==> config.mk <==
export PLATFORM = sky130hd
export DESIGN_NAME = snek_board_sched
export DESIGN_NICKNAME = d
export VERILOG_FILES = /design/src/rtl/snek_board_sched.sv
export SDC_FILE = /design/constraint.sdc
export NUM_CORES = 1
export LEC_CHECK = 0
export CORE_MARGIN = 3
export CORE_UTILIZATION = 45
export DETAILED_ROUTE_END_ITERATION = 10
export PLACE_DENSITY = 0.89
export SLEW_MARGIN = 30
export SYNTH_ARGS = -nofsm -noshare
export SYNTH_HDL_FRONTEND = slang
export SYNTH_SLANG_ARGS = --single-unit
==> constraint.sdc <==
create_clock -name clk_i -period 2.2 [get_ports clk_i]
set_input_delay 0.44 -clock clk_i [delete_from_list [all_inputs] [get_ports clk_i]]
set_output_delay 0.44 -clock clk_i [all_outputs]
set_load 0.05 [all_outputs]
==> src/rtl/snek_board_sched.sv <==
`default_nettype none
// ============================================================================
// Module      : snek_board_sched
// Description : Single-port board RAM scheduler. The VGA tile renderer owns
//               the RAM on every cycle it asks for it; the snek game logic
//               is only admitted inside a per-step update window that opens
//               during vblank once every FRAME_DIV frames.
// Revision    : 1.0 - initial release
// ----------------------------------------------------------------------------
// Ports
//   clk_i, rst_ni                 pixel clock, async active-low reset
//   vblank_i                      vertical blanking (clk-synchronous)
//   vid_req_i/vid_addr_i          renderer read request / address
//   vid_rdata_o/vid_rvalid_o      renderer read return (request + 2 cycles)
//   step_start_o                  1-cycle pulse when an update window opens
//   gm_valid_i/gm_ready_o         game request handshake
//   gm_we_i/gm_addr_i/gm_wdata_i  game command
//   gm_done_i                     game finished this step (closes window)
//   gm_rdata_o/gm_rvalid_o        game read return (accept + 2 cycles)
//   overrun_o                     sticky: vblank ended with window open
//   mem_addr_o/mem_we_o/mem_wdata_o  registered RAM command
//   mem_rdata_i                   sync RAM read data (1 cycle after address)
// ============================================================================
module snek_board_sched #(
    parameter int ADDR_W    = 10,
    parameter int DATA_W    = 2,
    parameter int FRAME_DIV = 8
) (
    input  logic              clk_i,
    input  logic              rst_ni,
    input  logic              vblank_i,
    input  logic              vid_req_i,
    input  logic [ADDR_W-1:0] vid_addr_i,
    output logic [DATA_W-1:0] vid_rdata_o,
    output logic              vid_rvalid_o,
    output logic              step_start_o,
    input  logic              gm_valid_i,
    output logic              gm_ready_o,
    input  logic              gm_we_i,
    input  logic [ADDR_W-1:0] gm_addr_i,
    input  logic [DATA_W-1:0] gm_wdata_i,
    input  logic              gm_done_i,
    output logic [DATA_W-1:0] gm_rdata_o,
    output logic              gm_rvalid_o,
    output logic              overrun_o,
    output logic [ADDR_W-1:0] mem_addr_o,
    output logic              mem_we_o,
    output logic [DATA_W-1:0] mem_wdata_o,
    input  logic [DATA_W-1:0] mem_rdata_i
);

    typedef enum logic [1:0] {
        ST_CLOSED = 2'd0,
        ST_OPEN   = 2'd1,
        ST_DONE   = 2'd2
    } state_e;

    localparam logic [7:0] FCNT_LAST = 8'(FRAME_DIV - 1);

    state_e            state_q, state_d;
    logic [7:0]        fcnt_q, fcnt_d;
    logic              vblank_q;
    logic              step_start_q, step_start_d;
    logic              overrun_q, overrun_d;
    logic [ADDR_W-1:0] mem_addr_q, mem_addr_d;
    logic              mem_we_q, mem_we_d;
    logic [DATA_W-1:0] mem_wdata_q, mem_wdata_d;
    // Return tags: stage 1 covers the RAM access cycle, stage 2 the data cycle
    logic              vtag1_q, gtag1_q, vtag2_q, gtag2_q;

    logic vb_rise;
    logic vb_fall;
    logic win_open;
    logic gm_ready;
    logic gm_xfer;

    assign vb_rise  = vblank_i & ~vblank_q;
    assign vb_fall  = ~vblank_i & vblank_q;
    assign win_open = vb_rise && (fcnt_q == FCNT_LAST);

    // Renderer always wins; gm_done blocks acceptance in the cycle it closes
    // the window so no transfer slips in after the game declared completion.
    assign gm_ready = (state_q == ST_OPEN) & ~vid_req_i & ~gm_done_i;
    assign gm_xfer  = gm_valid_i & gm_ready;

    // ------------------------------------------------------------------
    // Window FSM and frame divider
    // ------------------------------------------------------------------
    always_comb begin
        state_d      = state_q;
        fcnt_d       = fcnt_q;
        step_start_d = 1'b0;
        overrun_d    = overrun_q;

        if (vb_rise) begin
            fcnt_d = win_open ? 8'd0 : fcnt_q + 8'd1;
        end

        if (win_open) begin
            state_d      = ST_OPEN;
            step_start_d = 1'b1;
        end else begin
            case (state_q)
                ST_OPEN: begin
                    // A gm_done coinciding with the vblank fall means the game
                    // did finish in time, so it is not counted as an overrun.
                    if (vb_fall) begin
                        state_d = ST_CLOSED;
                        if (!gm_done_i) begin
                            overrun_d = 1'b1;
                        end
                    end else if (gm_done_i) begin
                        state_d = ST_DONE;
                    end
                end
                ST_DONE: begin
                    if (vb_fall) begin
                        state_d = ST_CLOSED;
                    end
                end
                default: begin
                    state_d = ST_CLOSED;
                end
            endcase
        end
    end

    // ------------------------------------------------------------------
    // Command issue: idle cycles hold address/data, only the strobe drops
    // ------------------------------------------------------------------
    always_comb begin
        mem_addr_d  = mem_addr_q;
        mem_we_d    = 1'b0;
        mem_wdata_d = mem_wdata_q;
        if (vid_req_i) begin
            mem_addr_d = vid_addr_i;
        end else if (gm_xfer) begin
            mem_addr_d  = gm_addr_i;
            mem_we_d    = gm_we_i;
            mem_wdata_d = gm_wdata_i;
        end
    end

    always_ff @(posedge clk_i or negedge rst_ni) begin
        if (!rst_ni) begin
            state_q      <= ST_CLOSED;
            fcnt_q       <= 8'd0;
            vblank_q     <= 1'b0;
            step_start_q <= 1'b0;
            overrun_q    <= 1'b0;
            mem_addr_q   <= '0;
            mem_we_q     <= 1'b0;
            mem_wdata_q  <= '0;
            vtag1_q      <= 1'b0;
            gtag1_q      <= 1'b0;
            vtag2_q      <= 1'b0;
            gtag2_q      <= 1'b0;
        end else begin
            state_q      <= state_d;
            fcnt_q       <= fcnt_d;
            vblank_q     <= vblank_i;
            step_start_q <= step_start_d;
            overrun_q    <= overrun_d;
            mem_addr_q   <= mem_addr_d;
            mem_we_q     <= mem_we_d;
            mem_wdata_q  <= mem_wdata_d;
            vtag1_q      <= vid_req_i;
            gtag1_q      <= gm_xfer & ~gm_we_i;
            vtag2_q      <= vtag1_q;
            gtag2_q      <= gtag1_q;
        end
    end

    // The RAM output register already provides the data cycle, so read data
    // is steered straight to the owner; gating keeps idle outputs at zero.
    assign vid_rvalid_o = vtag2_q;
    assign vid_rdata_o  = vtag2_q ? mem_rdata_i : '0;
    assign gm_rvalid_o  = gtag2_q;
    assign gm_rdata_o   = gtag2_q ? mem_rdata_i : '0;
    assign gm_ready_o   = gm_ready;
    assign step_start_o = step_start_q;
    assign overrun_o    = overrun_q;
    assign mem_addr_o   = mem_addr_q;
    assign mem_we_o     = mem_we_q;
    assign mem_wdata_o  = mem_wdata_q;

endmodule
`default_nettype wire

---- After elaboration in Yosys (flattened, before gate mapping) ----
Index checks and enable logic that the tools add are counted.
storage, ports and cells
  bits in registers ....................... 30
  bits in latches ......................... 0
  RAM bits ................................ 0
  ROM bits ................................ 0
  bits of input ports ..................... 31
  output and inout bits ................... 22
  logic and storage cells ................. 48
  memories ................................ 0
operators by class
  add/sub/neg operators ................... 1
  $mul .................................... 0
  div/mod/pow operators ................... 0
  order comparisons ....................... 0
  eq/ne operators ......................... 5
  shift operators ......................... 0
  mux-type cells .......................... 13
  bitwise operators ....................... 12
  reduce and logical (&&, ||, !) cells .... 5
operators with widths
  operator                                                               count
  10-bit 2-to-1 mux                                                      2
  2-bit 2-to-1 mux                                                       6
  8-bit by 1-bit adder with 8-bit output, second input constant          1
  8-bit by 3-bit equality test with 1-bit output, second input constant  1
  8-bit 2-to-1 mux                                                       1
  1-bit AND                                                              6
  1-bit NOT                                                              6
  4-bit inequality test, second input constant                           1
  2-bit case mux with 2 select lines                                     1
  2-bit AND reduction                                                    2
  4-bit AND reduction                                                    1
  1-bit 2-to-1 mux                                                       3
  3-bit inequality test, second input constant                           1
  2-bit by 1-bit equality test with 1-bit output, second input constant  1
  2-bit equality test, second input constant                             1
  2-bit nonzero test                                                     1
  1-bit logical AND                                                      1

---- Logic depth before layout (Yosys ltp) ----
  depth after elaboration ................. 6
  gate-level depth with buffers ........... 4
  gate-level depth less buffers ........... 4

---- Worst setup path before layout ----
OpenSTA, ideal clock, no wires.
  kind .................................... in2out
  start point ............................. input gm_done_i
  end point ............................... output gm_ready_o
  arrival ................................. 1.463 ns
  data required time ...................... 1.760 ns
  setup slack ............................. 0.297 ns
  cell stages on the path ................. 2
  path buffers ............................ 0
  path through ............................ nor3b_1 > nor2b_1
between the ends
  longest elaborated chain between the ends .. 2
RTL lines
  item                        RTL line  source
  from (decl)                 42        input logic gm_done_i,
  1-bit NOT (no source line)  -
  1-bit AND                   83        assign gm_ready = (state_q == ST_OPEN) & ~vid_req_i & ~gm_done_i;
  to (decl)                   38        output logic gm_ready_o,
No other way between the ends.

---- Final worst setup path ----
Same ends and word-level chain as after synthesis.

==> flow_summary_export.csv <==
group,metric,value,unit
job,drv_cap,0,
floorplanning,io_pins,53,
floorplanning,std_cell_rows,18,
sta,skew,0.00353,ns
cells_and_area,antennaDiodeCount,0,
placed_design,numPortBuffers,52,
drt,post_drt_wl_per_cell,15.3,um
drt,postRouteWirelength,3090,um
worst_setup_path,slowest_stage,"clkdlybuf4s50_1",
clocking,numCtsBuffers,5,
global_routing,track_usage,18.8,%
synth,ys_ff_latch,30,
clocking,cts_tree,"yes",
sta,final-max-slew-violation-count,0,
cells_and_area,mostFrequentLayoutCell,"clkdlybuf4s50_1",
sta,worstMarginPinSlew,0.511,ns
pwr,p_total,1.30,mW
pwr,p_per_area,657,nW/um^2
global_routing,grt_max_degree,31,
clocking,cts.repair.resized,0,
clocking,clk_pin_slew,0.08,ns
drt,ant_nets,0,
synth,synth_top_area_share,57.9,%
placed_design,dp_hpwl,2310,um
hold_path,min_from,"vtag1_q$_DFF_PN0_",
hold_path,min_path_type,"reg -> reg",
floorplanning,die_h,59.7,um
worst_setup_path,path_buf_inv,2,
sta,finalSetupViolCount,0,
worst_setup_path,worstSetupEndpoint,"gm_ready_o",
cells_and_area,drive_gt1_share,12.2,%
worst_setup_path,worstPathCellList,"clkdlybuf4s50_1, nor3b_1, nor2b_1, buf_12",
floorplanning,initial_core_util,49.7,%
drt,drc,0,
synth,ys_warn_count,0,
drt,vias,1082,
run_status,status,"complete, no violations",
worst_setup_path,r2r_slack,0.72,ns
cells_and_area,syn_to_final_growth,52.0,%
worst_setup_path,cpLargestDelayFamily,"buffers and inverters",
clocking,clkLatencyLatePin,0.32,ns
synth,synthFlopType,"dfrtp_1",
worst_setup_path,r2r_cells,3,
global_routing,grt_pass1_wl,4910,um
floorplanning,die_area,3560,um^2
placed_design,routabilityCongestion,0.788,
cells_and_area,final_util,75.5,%
worst_setup_path,crit_start,"gm_done_i",
synth,syn-cell-area,1300,um^2
worst_setup_path,worstSetupPathType,"in -> out",
worst_setup_path,cp.arrival,1.58,ns
synth,yosys.area.top_type,"dfrtp_1",
worst_setup_path,r2r-end,"fcnt_q[0]$_DFFE_PN0P_",
sta,fin_ws,0.178,ns
drt,first_pass_iters,4,
global_routing,grt_pass1_vias,1060,
clocking,cts_setup_buffers,0,
sta,tns,0,ns
floorplanning,chipWidth,59.7,um
cells_and_area,layout_common_cells,"47 x clkdlybuf4s50_1, 30 x dfrtp_1, 16 x nand2_1",
placed_design,place_ws,0.167,ns
synth,async_flop_share,100,%
pwr,cellLeakagePower,0.842,nW
cells_and_area,nets,205,
synth,yosysUniqueCellTypes,33,
synth,syn_inst,113,
sta,hold_violations,0,
sta,rsz0062_at_grt,"false",
sta,slew_headroom,65.9,%
clocking,postCtsHoldBufs,0,
global_routing,overflow,0,
worst_setup_path,setup.worst_path.end_class,"primary output",
sta,period_minus_slack,2.02,ns
drt,drt_iter0_drc,20,
synth,syn_nets,145,
clocking,root_buffer,"clkbuf_4",
sta,fmax,495,MHz
clocking,numClockSinks,30,
synth,seq_area_frac_synth,57.9,%
worst_setup_path,start_kind,"primary input",
floorplanning,core_area,2610,um^2
worst_setup_path,required,1.76,ns
worst_setup_path,slowest_delay,0.46,ns
worst_setup_path,r2r_start,"fcnt_q[3]$_DFFE_PN0P_",
worst_setup_path,worst-path-max-fanout,3,
pwr,ir_worst_vdd,0.578,mV
clocking,clockBufferDepth,2,
synth,synthTopCellsByArea,"dfrtp_1 58%, mux2i_1 7.7%, nand2_1 4.6%, o21ai_0 4.2%, and2_1 2.4%",
clocking,h-tree-depth,2,
drt,viasPerCell,5.36,
synth,synth.avg_cell_area,11.5,um^2
worst_setup_path,path_depth,4,
sta,fin_crit_sh,91.9,%
synth,synth_edf_count,0,
global_routing,antenna_found_initial,0,
[kinds of logic after synthesis]
family                   after synthesis  synth area share [%]
multiplexers                          12                  9.45
adder cells (fa/ha/maj)                1                 0.964
XOR/XNOR                               5                  3.38
flip-flops                            30                  57.9
AO/OA/AOI/OAI                         17                  7.33
buffers and inverters                  5                  1.74
AND/OR/NAND/NOR                       43                  19.3
[how the worst min path moves through the flow]
stage	to	cells past startpoint	slack (ns)
3_3_place_gp	vid_rvalid_o$_DFF_PN0_	0	0.33
6_report	vid_rvalid_o$_DFF_PN0_	0	0.36
3_5_place_dp	vid_rvalid_o$_DFF_PN0_	0	0.34
2_1_floorplan	fcnt_q[0]$_DFFE_PN0P_	0	0.14
4_1_cts	vid_rvalid_o$_DFF_PN0_	0	0.36
5_1_grt	vid_rvalid_o$_DFF_PN0_	0	0.37
[cell type report]
cell class              count  area (um^2)
fillers                   173          641
inverters                   2         7.51
flip-flops and latches     30          751
multi-input cells          78          524
clock buffers               6         51.3
well taps                  30         37.5
repair buffers             56          601
[flip-flops by register name, indices dropped and copies added (netlist names), 2 cells and up]
| name | cells |
|---|---|
| mem_addr_o | 10 |
| fcnt_q | 8 |
| mem_wdata_o | 2 |
| state_q | 2 |
[layer usage]
| layer | vias to the layer above | part of all wire, % | track usage, % |
|---|---|---|---|
| met2 | 46 | 48 | 31.3 |
| met1 | 519 | 40 | 22.0 |
| met5 | - | 0 | 0 |
| met3 | 3 | 11 | 7.34 |
| met4 | 0 | 1.0 | 6.33 |
| li1 | 514 | - | - |
[synth_stat cells (2+ instances only)]
cell type / number
xnor2_1: 3
xor2_1: 2
nand2_1: 16
mux2i_1: 10
nor3_1: 2
o21ai_0: 11
nand3_1: 2
o21ai_1: 2
dfrtp_1: 30
and2_1: 5
inv_1: 2
nand2b_1: 3
clkbuf_1: 2
mux2_2: 2
nor2b_1: 3
[through the flow]
stage	instance area, um^2	std cells	hold WS (ns)
after floorplan	1300	113	0.144
after global placement	1920	196	0.333
after detailed placement	1920	196	0.339
after CTS	1970	202	0.358
after global routing	1970	202	0.365
final	1970	202	0.357
[power by group]
group,switching (mW),internal (mW)
logic,0.155,0.141
clock network,0.167,0.144
registers,0.0721,0.616
No activity file was read; power rests on OpenSTA's default activity.
